**config.mk**
```make
export PLATFORM = sky130hd
export DESIGN_NAME = local_pattern_table
export DESIGN_NICKNAME = d
export VERILOG_FILES = /design/src/rtl/bp_pkg.sv /design/src/rtl/bp_sat_ctr.sv /design/src/rtl/local_pattern_table.sv
export SDC_FILE = /design/constraint.sdc
export NUM_CORES = 1
export LEC_CHECK = 0
export CAP_MARGIN = 25
export CORE_UTILIZATION = 50
export DETAILED_ROUTE_END_ITERATION = 7
export PLACE_DENSITY = 0.7
export RECOVER_POWER = 100
export SYNTH_ARGS = -nofsm -noshare
export SYNTH_HDL_FRONTEND = slang
export SYNTH_SLANG_ARGS = --single-unit
```
**constraint.sdc**
```tcl
create_clock -name clk -period 3.3 [get_ports clk]
set_clock_uncertainty 0.2 [all_clocks]
set_input_delay 0.66 -clock clk [delete_from_list [all_inputs] [get_ports clk]]
set_output_delay 0.66 -clock clk [all_outputs]
set_load 0.005 [all_outputs]
```
**src/rtl/bp_pkg.sv**
```systemverilog
// Shared branch-predictor definitions used by the local history table (LHT)
// and the local pattern table.
//   HIST_W   : local-history width, also the pattern-table index width
//   ctr_t    : 2-bit saturating counter type
//   SNT..ST  : counter encodings, strongly not-taken .. strongly taken
package bp_pkg;

  localparam int HIST_W = 5;

  typedef logic [1:0] ctr_t;

  localparam ctr_t SNT = 2'd0;
  localparam ctr_t WNT = 2'd1;
  localparam ctr_t WT  = 2'd2;
  localparam ctr_t ST  = 2'd3;

endpackage

```
**src/rtl/bp_sat_ctr.sv**
```systemverilog
// Next-state function of a 2-bit saturating direction counter.
// Ports:
//   cur   : current counter value
//   taken : resolved branch outcome (1 = taken)
//   nxt   : counter value after the update
module bp_sat_ctr
  import bp_pkg::*;
(
  input  ctr_t cur,
  input  logic taken,
  output ctr_t nxt
);

  always_comb begin
    nxt = cur;
    if (taken) begin
      if (cur != ST) nxt = cur + 2'd1;
    end else begin
      if (cur != SNT) nxt = cur - 2'd1;
    end
  end

endmodule

```
**src/rtl/local_pattern_table.sv**
```systemverilog
// Local pattern table: one 2-bit saturating counter per history pattern.
// A lookup is registered (result one cycle after pred_req); an update
// writes the counter at the closing edge and is bypassed into a lookup of
// the same index in the same cycle. The table is held in flops so a single
// reset cycle returns every entry to CTR_INIT.
// Ports:
//   clk, rst                 : clock, synchronous active-high reset
//   pred_req, pred_hist      : lookup request and index
//   upd_valid, upd_hist      : resolved branch and the index it used
//   upd_taken                : actual outcome
//   upd_pred_taken           : direction that was predicted for it
//   pred_valid               : lookup result valid (one cycle after pred_req)
//   pred_taken, pred_ctr     : predicted direction and counter; held when idle
//   mispred_cnt              : saturating count of mispredicted updates
module local_pattern_table
  import bp_pkg::*;
#(
  parameter int   HIST_W      = bp_pkg::HIST_W,
  parameter int   NUM_ENTRIES = 2 ** HIST_W,
  parameter ctr_t CTR_INIT    = 2'b01
) (
  input  logic              clk,
  input  logic              rst,
  input  logic              pred_req,
  input  logic [HIST_W-1:0] pred_hist,
  input  logic              upd_valid,
  input  logic [HIST_W-1:0] upd_hist,
  input  logic              upd_taken,
  input  logic              upd_pred_taken,
  output logic              pred_valid,
  output logic              pred_taken,
  output logic [1:0]        pred_ctr,
  output logic [15:0]       mispred_cnt
);

  ctr_t table_q [NUM_ENTRIES];

  ctr_t upd_cur;
  ctr_t upd_next;
  ctr_t lookup_val;
  logic mispredict;

  assign upd_cur = table_q[upd_hist];

  // Single shared next-state instance: only one update per cycle.
  bp_sat_ctr u_sat_ctr (
    .cur   (upd_cur),
    .taken (upd_taken),
    .nxt   (upd_next)
  );

  // Same-index update in the same cycle: the lookup sees the post-update value.
  always_comb begin
    lookup_val = table_q[pred_hist];
    if (upd_valid && (upd_hist == pred_hist)) lookup_val = upd_next;
  end

  assign mispredict = upd_valid && (upd_taken != upd_pred_taken);

  always_ff @(posedge clk) begin
    if (rst) begin
      for (int i = 0; i < NUM_ENTRIES; i++) table_q[i] <= CTR_INIT;
      pred_valid  <= 1'b0;
      pred_taken  <= 1'b0;
      pred_ctr    <= 2'b00;
      mispred_cnt <= 16'h0000;
    end else begin
      if (upd_valid) table_q[upd_hist] <= upd_next;

      pred_valid <= pred_req;
      if (pred_req) begin
        pred_ctr   <= lookup_val;
        pred_taken <= lookup_val[1];
      end

      if (mispredict && (mispred_cnt != 16'hFFFF))
        mispred_cnt <= mispred_cnt + 16'd1;
    end
  end

endmodule

```
# == Yosys cells after proc, flatten, opt, wreduce, memory -nomap -nowiden ==
# Memory sizes are Yosys's and may differ from the RTL's.
# Index checks and enable logic that the tools add are counted.
# totals
regBits,20
ram_bits,64
in_bits,16
mem_count,1
# classes
addsub,3
n_eq_ne,4
muxes,12
reduce_logical,5
# memory_table
name,words,word_bits,rd,rd_ports_with_merged_regs,wr,line_no,source
table_q,32,2,2,0,32,local_pattern_table.sv:36,ctr_t table_q [NUM_ENTRIES];
# op_table
operator,n
16-bit by 1-bit adder with 16-bit output (second input constant),1
16-bit != test (second input constant),1
2-bit 2-to-1 mux,5
1-bit 2-to-1 mux,6
5-bit equality test,1
5-bit 2-to-1 mux,1
1-bit logical AND,3
2-bit by 1-bit adder with 2-bit output (second input constant),1
2-bit != test (second input constant),1
2-bit nonzero test,1
2-bit OR reduction,1
2-bit by 1-bit subtractor with 2-bit output (second input constant),1
1-bit != test,1

# == Longest topological paths before layout ==
# Gate-level depths: netlist (run 1).
# logic_depth
word_depth,5
depth_mapped,10

# == Modules after synthesis ==
# From an unflattened synthesis (run 1), not the netlist that was laid out.
# hier_totals
cells_unflattened,427
hier_area_um2,4837.1
# modules_own_cells
mod,n_inst,cells_per_inst,area_each_um2
local_pattern_table,1,424,4810.9
bp_sat_ctr,1,3,26.3

# == Worst setup path before layout (run 1) ==
# Ideal clock, no wire load.
# synth_timing
path_kind,input port to flip-flop
startpoint,in upd_hist[1]
endpoint,"mem table_q[0][0] (netlist bit), data pin"
arrival_ps,2276
path_slack_ps,538
cell_stages,9
path_cell_list,buf_6 -> buf_6 -> mux2i_1 -> o22ai_1 -> or3_1 -> a211oi_2 -> maj3_4 -> buf_6 -> nand3_1
# synth_rtl
item,line_no,source
from (decl),local_pattern_table.sv:27,"input logic [HIST_W-1:0] upd_hist,"
to (decl),local_pattern_table.sv:36,

==> results.json, run 1 <==
{
  "outcome": "completed",
  "port_buffers": 35,
  "placement.cell_area_um2": 5680,
  "power_density_nw_per_um2": 390,
  "synth_warnings": 0,
  "layout_worst_path_cycle_share": 0.967,
  "number_of_drc_markers_after_the_initial_detailed_route_iteration": 326,
  "clock_tree.root_cell": "clkbuf_8",
  "ys_ff_latch": 83,
  "nFillCells": 828,
  "vdd_drop_max_uv": 193,
  "gr-usage-all-layers": 0.256,
  "crit_fanout": 18,
  "grt_first_pass_wirelength_mm": 19.2,
  "regArea_um2": 2300,
  "avgRoutedWirePerCell_um": 19.2,
  "finalSetupViolCount": 0,
  "drt_pre_antenna_iters": 5,
  "count_of_unresolved_drc_violations_after_routing": 0,
  "synth_nets": 468,
  "tightest_slew_ns": 0.670,
  "count_of_cell_types_in_the_netlist": 51,
  "mostFrequentLayoutCells": "edfxtp_1 (64), nor2_1 (48), nand2_1 (43)",
  "post_cts_buffers": 0,
  "antenna_found_initial": 0,
  "drt-total-wl_mm": 12.3,
  "io_pins": 36,
  "worst_path_dominant_cell_family": "buffers and inverters",
  "ys_dominant_reg_cell": "edfxtp_1",
  "grt.overflow.total": 0,
  "layout.cell_area.non_filler_um2": 5780,
  "maxCapViolations": 0,
  "layout-drive-gt1-share": 0.200,
  "hp-class": "reg -> reg",
  "num_antenna_cells": 0,
  "cts-root-to-sink-buffers": 2,
  "clk_pin_slew_ns": 0.08,
  "syn2layout_area_growth_pct": 16.0,
  "num-nets-final": 521,
  "synthArstFlopShare": 0,
  "ant_nets": 0,
  "rsz_0062_raised_after_global_routing": "no",
  "timing.critical_path.slowest_cell_delay_ns": 0.69,
  "worst_path_arrival_ns": 3.09,
  "final-hold-violation-count": 0,
  "numCtsBuffers": 9,
  "final_max_slew_viol_count": 0,
  "crit_path_capture_type": "flip-flop",
  "number_of_synthesized_flops_with_an_enable_pin": 64,
  "synth_sequential_area_ratio": 0.462,
  "final.hold.worst_slack_ns": 0.291,
  "syn_area_per_cell_um2": 11.0,
  "dp_hpwl_mm": 8.99,
  "design.core.area_um2": 9730,
  "fin_crit_ns": 3.19,
  "worst-setup-path-type": "in -> reg",
  "cts_hold_buf": 0,
  "final_common_cell": "edfxtp_1",
  "synthesis.instances": 451,
  "grt_pass1_vias": 3570,
  "mappedNetlistArea_um2": 4980,
  "fp.dieArea_um2": 10400,
  "leakage_nw": 2.00,
  "cp_slowest_cell": "dlygate4sd3_1",
  "cell_rows": 36,
  "worst_slew_margin_rel": 0.553,
  "critical_path_required_ns": 3.20,
  "clock_sink_count": 83,
  "highest_clock_rate_mhz": 314,
  "floorplan.initialDensity": 0.512,
  "floorplan.die.height_um": 102,
  "crit_path_cell_trace": "dlygate4sd3_1, buf_4, nor3_1, or4_1, a211oi_1, maj3_4, buf_12, nand3_1",
  "dr_total_vias": 3831,
  "maximum_number_of_pins_on_one_net_before_global_route_repair": 37,
  "vias_per_cell": 5.97,
  "power_w": 0.00225,
  "post_cts.resized_instances": 0,
  "critPathBufInv": 3,
  "die_width_um": 102,
  "place_congestion": 0.940,
  "cts_tree": "built",
  "cts_max_level": 3,
  "worst_setup_path_start_kind": "input port",
  "insertion_delay_ns": 0.38,
  "area_of_combinational_cells_with_multiple_inputs_um2": 2340
}
-- kinds of logic (layout without fill, tap and decap cells) --
family | after synthesis | after routing | share of synthesized area
AND/OR/NAND/NOR | 221 | 221 | 0.239
flip-flops | 83 | 83 | 0.462
multiplexers | 53 | 53 | 0.161
buffers and inverters | 47 | 105 | 0.0583
AO/OA/AOI/OAI | 24 | 24 | 0.0357
XOR/XNOR | 20 | 20 | 0.0352
adder cells (fa/ha/maj) | 3 | 3 | 0.00804
-- worst paths after layout --
path                   from              to  slack [ns]  depth (start not counted)
max             upd_hist[0]  table_q[10][0]        0.11                          8
min             pred_ctr[0]     pred_ctr[0]        0.29                          2
max reg2reg  table_q[22][1]  table_q[10][0]        0.62                          7
min reg2reg     pred_ctr[0]     pred_ctr[0]        0.29                          2
-- cell usage after synthesis, drive strengths merged, types with 2 or more instances --
library cell | count | share of area
a21o | 5 | 0.0075
and3 | 3 | 0.0038
and4 | 4 | 0.0070
buf | 23 | 0.040
clkbuf | 16 | 0.012
dfxtp | 19 | 0.076
edfxtp | 64 | 0.39
inv | 7 | 0.0053
maj3 | 2 | 0.0055
mux2 | 4 | 0.0090
mux2i | 28 | 0.056
mux4 | 21 | 0.096
nand2 | 43 | 0.032
nand2b | 19 | 0.024
nand3 | 29 | 0.029
nand3b | 4 | 0.0085
nand4 | 3 | 0.0038
nor2 | 48 | 0.036
nor3 | 36 | 0.049
nor3b | 2 | 0.0050
nor4 | 7 | 0.0088
o2111ai | 2 | 0.0035
o21ai | 3 | 0.0030
o221ai | 2 | 0.0035
o22ai | 5 | 0.0063
or2 | 11 | 0.014
or3 | 6 | 0.0075
or3b | 3 | 0.0058
xnor2 | 14 | 0.025
xor2 | 6 | 0.011
-- worst min-delay path: cells and delay by family, from the launching register on --
| kind | cells | cell delay, ns |
|---|---|---|
| flops | 1 | 0.33 |
| compound gates | 2 | 0.13 |
-- sequential cells by signal (all words and copies together), names as in the netlist --
register	count
table_q	64
pred_taken	1
mispred_cnt	16
pred_valid	1
pred_ctr	1
-- stage by stage --
step	util	instances	setup TNS [ns]	setup WS, ns
2_1_floorplan	-	451	0	0.538
3_3_place_gp	0.583	626	-3.67	-0.147
3_5_place_dp	0.583	626	-3.71	-0.120
4_1_cts	0.602	642	0	0.270
5_1_grt	0.594	642	0	0.0574
6_report	0.594	642	0	0.110
-- routing by layer --
layer,routed length [um],part of all wire,vias to the layer above,GRT usage
li1,-,-,1770,-
met1,5200,0.42,1851,0.341
met2,5770,0.47,177,0.396
met3,968,0.078,33,0.0538
met4,407,0.033,0,0.129
met5,0,0,-,0
-- area by class of cell --
type | instances | area share
clock buffer | 12 | 0.0269
clock inverter | 4 | 0.00520
inverter | 8 | 0.00520
multi-input combinational | 321 | 0.405
sequential | 83 | 0.398
tap | 133 | 0.0288
timing repair buffer | 81 | 0.130
-- where the power goes --
group / internal [W] / switching [W]
Combinational: 0.000169 / 0.000200
Clock: 0.000320 / 0.000401
Sequential: 0.00115 / 0.0000172
Total: 0.00164 / 0.000618
Power figures use the tool's default switching activity.
==> run 2: changes to the inputs <==
--- a/config.mk
+++ b/config.mk
@@ -8,7 +8,7 @@
 export CAP_MARGIN = 25
 export CORE_UTILIZATION = 50
 export DETAILED_ROUTE_END_ITERATION = 7
-export PLACE_DENSITY = 0.7
+export PLACE_DENSITY = 0.77
 export RECOVER_POWER = 100
 export SYNTH_ARGS = -nofsm -noshare
 export SYNTH_HDL_FRONTEND = slang
==> results.json, run 2 (synthesized netlist as in run 1, its figures left out) <==
{
  "cp_slowest_cell": "clkdlybuf4s50_1",
  "worst-setup-path-type": "in -> reg",
  "critPathBufInv": 3,
  "grt_pass1_vias": 3507,
  "worst_path_dominant_cell_family": "buffers and inverters",
  "port_buffers": 35,
  "worstRegToRegCells": 6,
  "finalSetupViolCount": 0,
  "mostFrequentLayoutCells": "edfxtp_1 (64), nor2_1 (48), nand2_1 (43)",
  "highest_clock_rate_mhz": 313,
  "clock_sink_count": 83,
  "path_depth": 9,
  "dpl_worst_slack_ns": -0.193,
  "crit_fanout": 13,
  "layout_top_registers": "table_q (64), mispred_cnt (16)",
  "clock_tree.root_cell": "clkbuf_8",
  "final_common_cell": "edfxtp_1",
  "vdd_drop_max_uv": 199,
  "max_reg_flops": 64,
  "floorplan.initialDensity": 0.512,
  "power_w": 0.00224,
  "insertion_delay_ns": 0.37,
  "largest_register": "table_q",
  "ant_nets": 0,
  "outcome": "completed",
  "num_antenna_cells": 0,
  "setup_crit_start": "upd_hist[3]",
  "worst_setup_path_start_kind": "input port",
  "rsz_0062_raised_after_global_routing": "no",
  "vias_per_cell": 5.90,
  "avgRoutedWirePerCell_um": 18.8,
  "grt.overflow.total": 0,
  "maxCapViolations": 0,
  "fp.dieArea_um2": 10400,
  "worst_path_arrival_ns": 3.19,
  "layout_worst_path_cycle_share": 0.969,
  "cts_tree": "built",
  "drt-total-wl_mm": 12.1,
  "number_of_drc_markers_after_the_initial_detailed_route_iteration": 210,
  "dp_hpwl_mm": 9.02,
  "fin_crit_ns": 3.20,
  "final-hold-violation-count": 0,
  "final.hold.worst_slack_ns": 0.334,
  "gr-usage-met2": 0.406,
  "final_critical_path_setup_slack_ns": 0.101,
  "die_width_um": 102,
  "crit_path_capture_type": "flip-flop",
  "post_cts_buffers": 0,
  "num-nets-final": 523,
  "nFillCells": 804,
  "final_max_slew_viol_count": 0,
  "syn2layout_area_growth_pct": 17.0,
  "tightest_slew_ns": 0.981,
  "crit-reg2reg-capture": "table_q[13][1]",
  "gr-usage-all-layers": 0.245,
  "hp-class": "reg -> reg",
  "grt_first_pass_wirelength_mm": 18.4,
  "r2r_setup_slack_ns": 0.67,
  "end_of_the_critical_path": "table_q[7][1]",
  "design.core.area_um2": 9730,
  "cts_hold_buf": 0,
  "floorplan.die.height_um": 102,
  "maximum_number_of_pins_on_one_net_before_global_route_repair": 52,
  "post_cts.resized_instances": 0,
  "count_of_unresolved_drc_violations_after_routing": 0,
  "io_pins": 36,
  "crit_path_cell_trace": "clkdlybuf4s50_1, buf_4, or3b_2, o22ai_1, or3_1, a211oi_2, maj3_4, buf_12, nor3_1",
  "worst_slew_margin_rel": 0.346,
  "place_congestion": 0.995,
  "cts_max_level": 3,
  "cts-root-to-sink-buffers": 2,
  "layout-drive-gt1-share": 0.213,
  "critical_path_required_ns": 3.29,
  "timing.critical_path.slowest_cell_delay_ns": 0.65,
  "power_density_nw_per_um2": 385,
  "cell_rows": 36,
  "grtUsageMet1": 0.302,
  "clk_pin_slew_ns": 0.09,
  "drt_pre_antenna_iters": 7,
  "top_usage_layer": "met2",
  "grt_util_met3": 0.0449,
  "dr_total_vias": 3799,
  "antenna_found_initial": 0,
  "worstReg2RegStart": "table_q[18][0]",
  "numCtsBuffers": 9,
  "leakage_nw": 2.03
}
==> run 2: report_power, final <==
part	switching, W	internal (W)	leakage, nW
Combinational	0.000201	0.000178	1.21
Clock	0.000380	0.000321	0.0975
Sequential	0.0000172	0.00115	0.729
Total	0.000598	0.00165	2.03
==> run 2: metal layers <==
| layer | vias to the layer above | wire length, um |
|---|---|---|
| li1 | 1765 | - |
| met1 | 1844 | 4940 |
| met2 | 156 | 5960 |
| met3 | 34 | 773 |
| met4 | 0 | 454 |
| met5 | - | 0 |
==> run 2: worst min path at each step <==
stage | start | cells past startpoint | slack, ns | to
2_1_floorplan | pred_ctr[0] | 2 | 0.29 | pred_ctr[0]
3_3_place_gp | pred_ctr[0] | 2 | 0.30 | pred_ctr[0]
3_5_place_dp | pred_taken | 2 | 0.33 | pred_taken
4_1_cts | pred_taken | 2 | 0.35 | pred_taken
5_1_grt | pred_ctr[0] | 2 | 0.36 | pred_ctr[0]
6_report | pred_taken | 2 | 0.33 | pred_taken
==> run 2: cell type report <==
type / count / area [um2] / share of cell area
clock inverters: 4 / 32.5 / 0.00559
inverters: 8 / 30.0 / 0.00516
well taps: 133 / 166 / 0.0286
flip-flops and latches: 83 / 2300 / 0.395
multi-input cells: 321 / 2340 / 0.402
clock buffers: 12 / 155 / 0.0266
repair buffers: 83 / 796 / 0.137
==> run 2: per-stage QoR <==
stage	setup TNS [ns]	util	cell area, um2	instances
global placement	-7.00	0.585	5690	628
finish	0	0.599	5820	644
CTS	0	0.604	5880	644
global route	0	0.599	5820	644
floorplan	0	-	4980	451
detailed placement	-8.17	0.585	5690	628
==> run 2: worst register-to-register path: stages (launching register included) <==
cell and delay [ns]:
edfxtp_1 0.42, mux4_1 0.56, a222oi_1 0.42, and4_1 0.28, maj3_4 0.26, buf_4 0.18
nor2_1 0.05
==> run 3: changes to the inputs <==
--- a/config.mk
+++ b/config.mk
@@ -10,6 +10,7 @@
 export DETAILED_ROUTE_END_ITERATION = 7
 export PLACE_DENSITY = 0.77
 export RECOVER_POWER = 100
+export SLEW_MARGIN = 20
 export SYNTH_ARGS = -nofsm -noshare
 export SYNTH_HDL_FRONTEND = slang
 export SYNTH_SLANG_ARGS = --single-unit
==> results of run 3 <==
The final DEF is identical to that of run 2; final timing and power are the same.
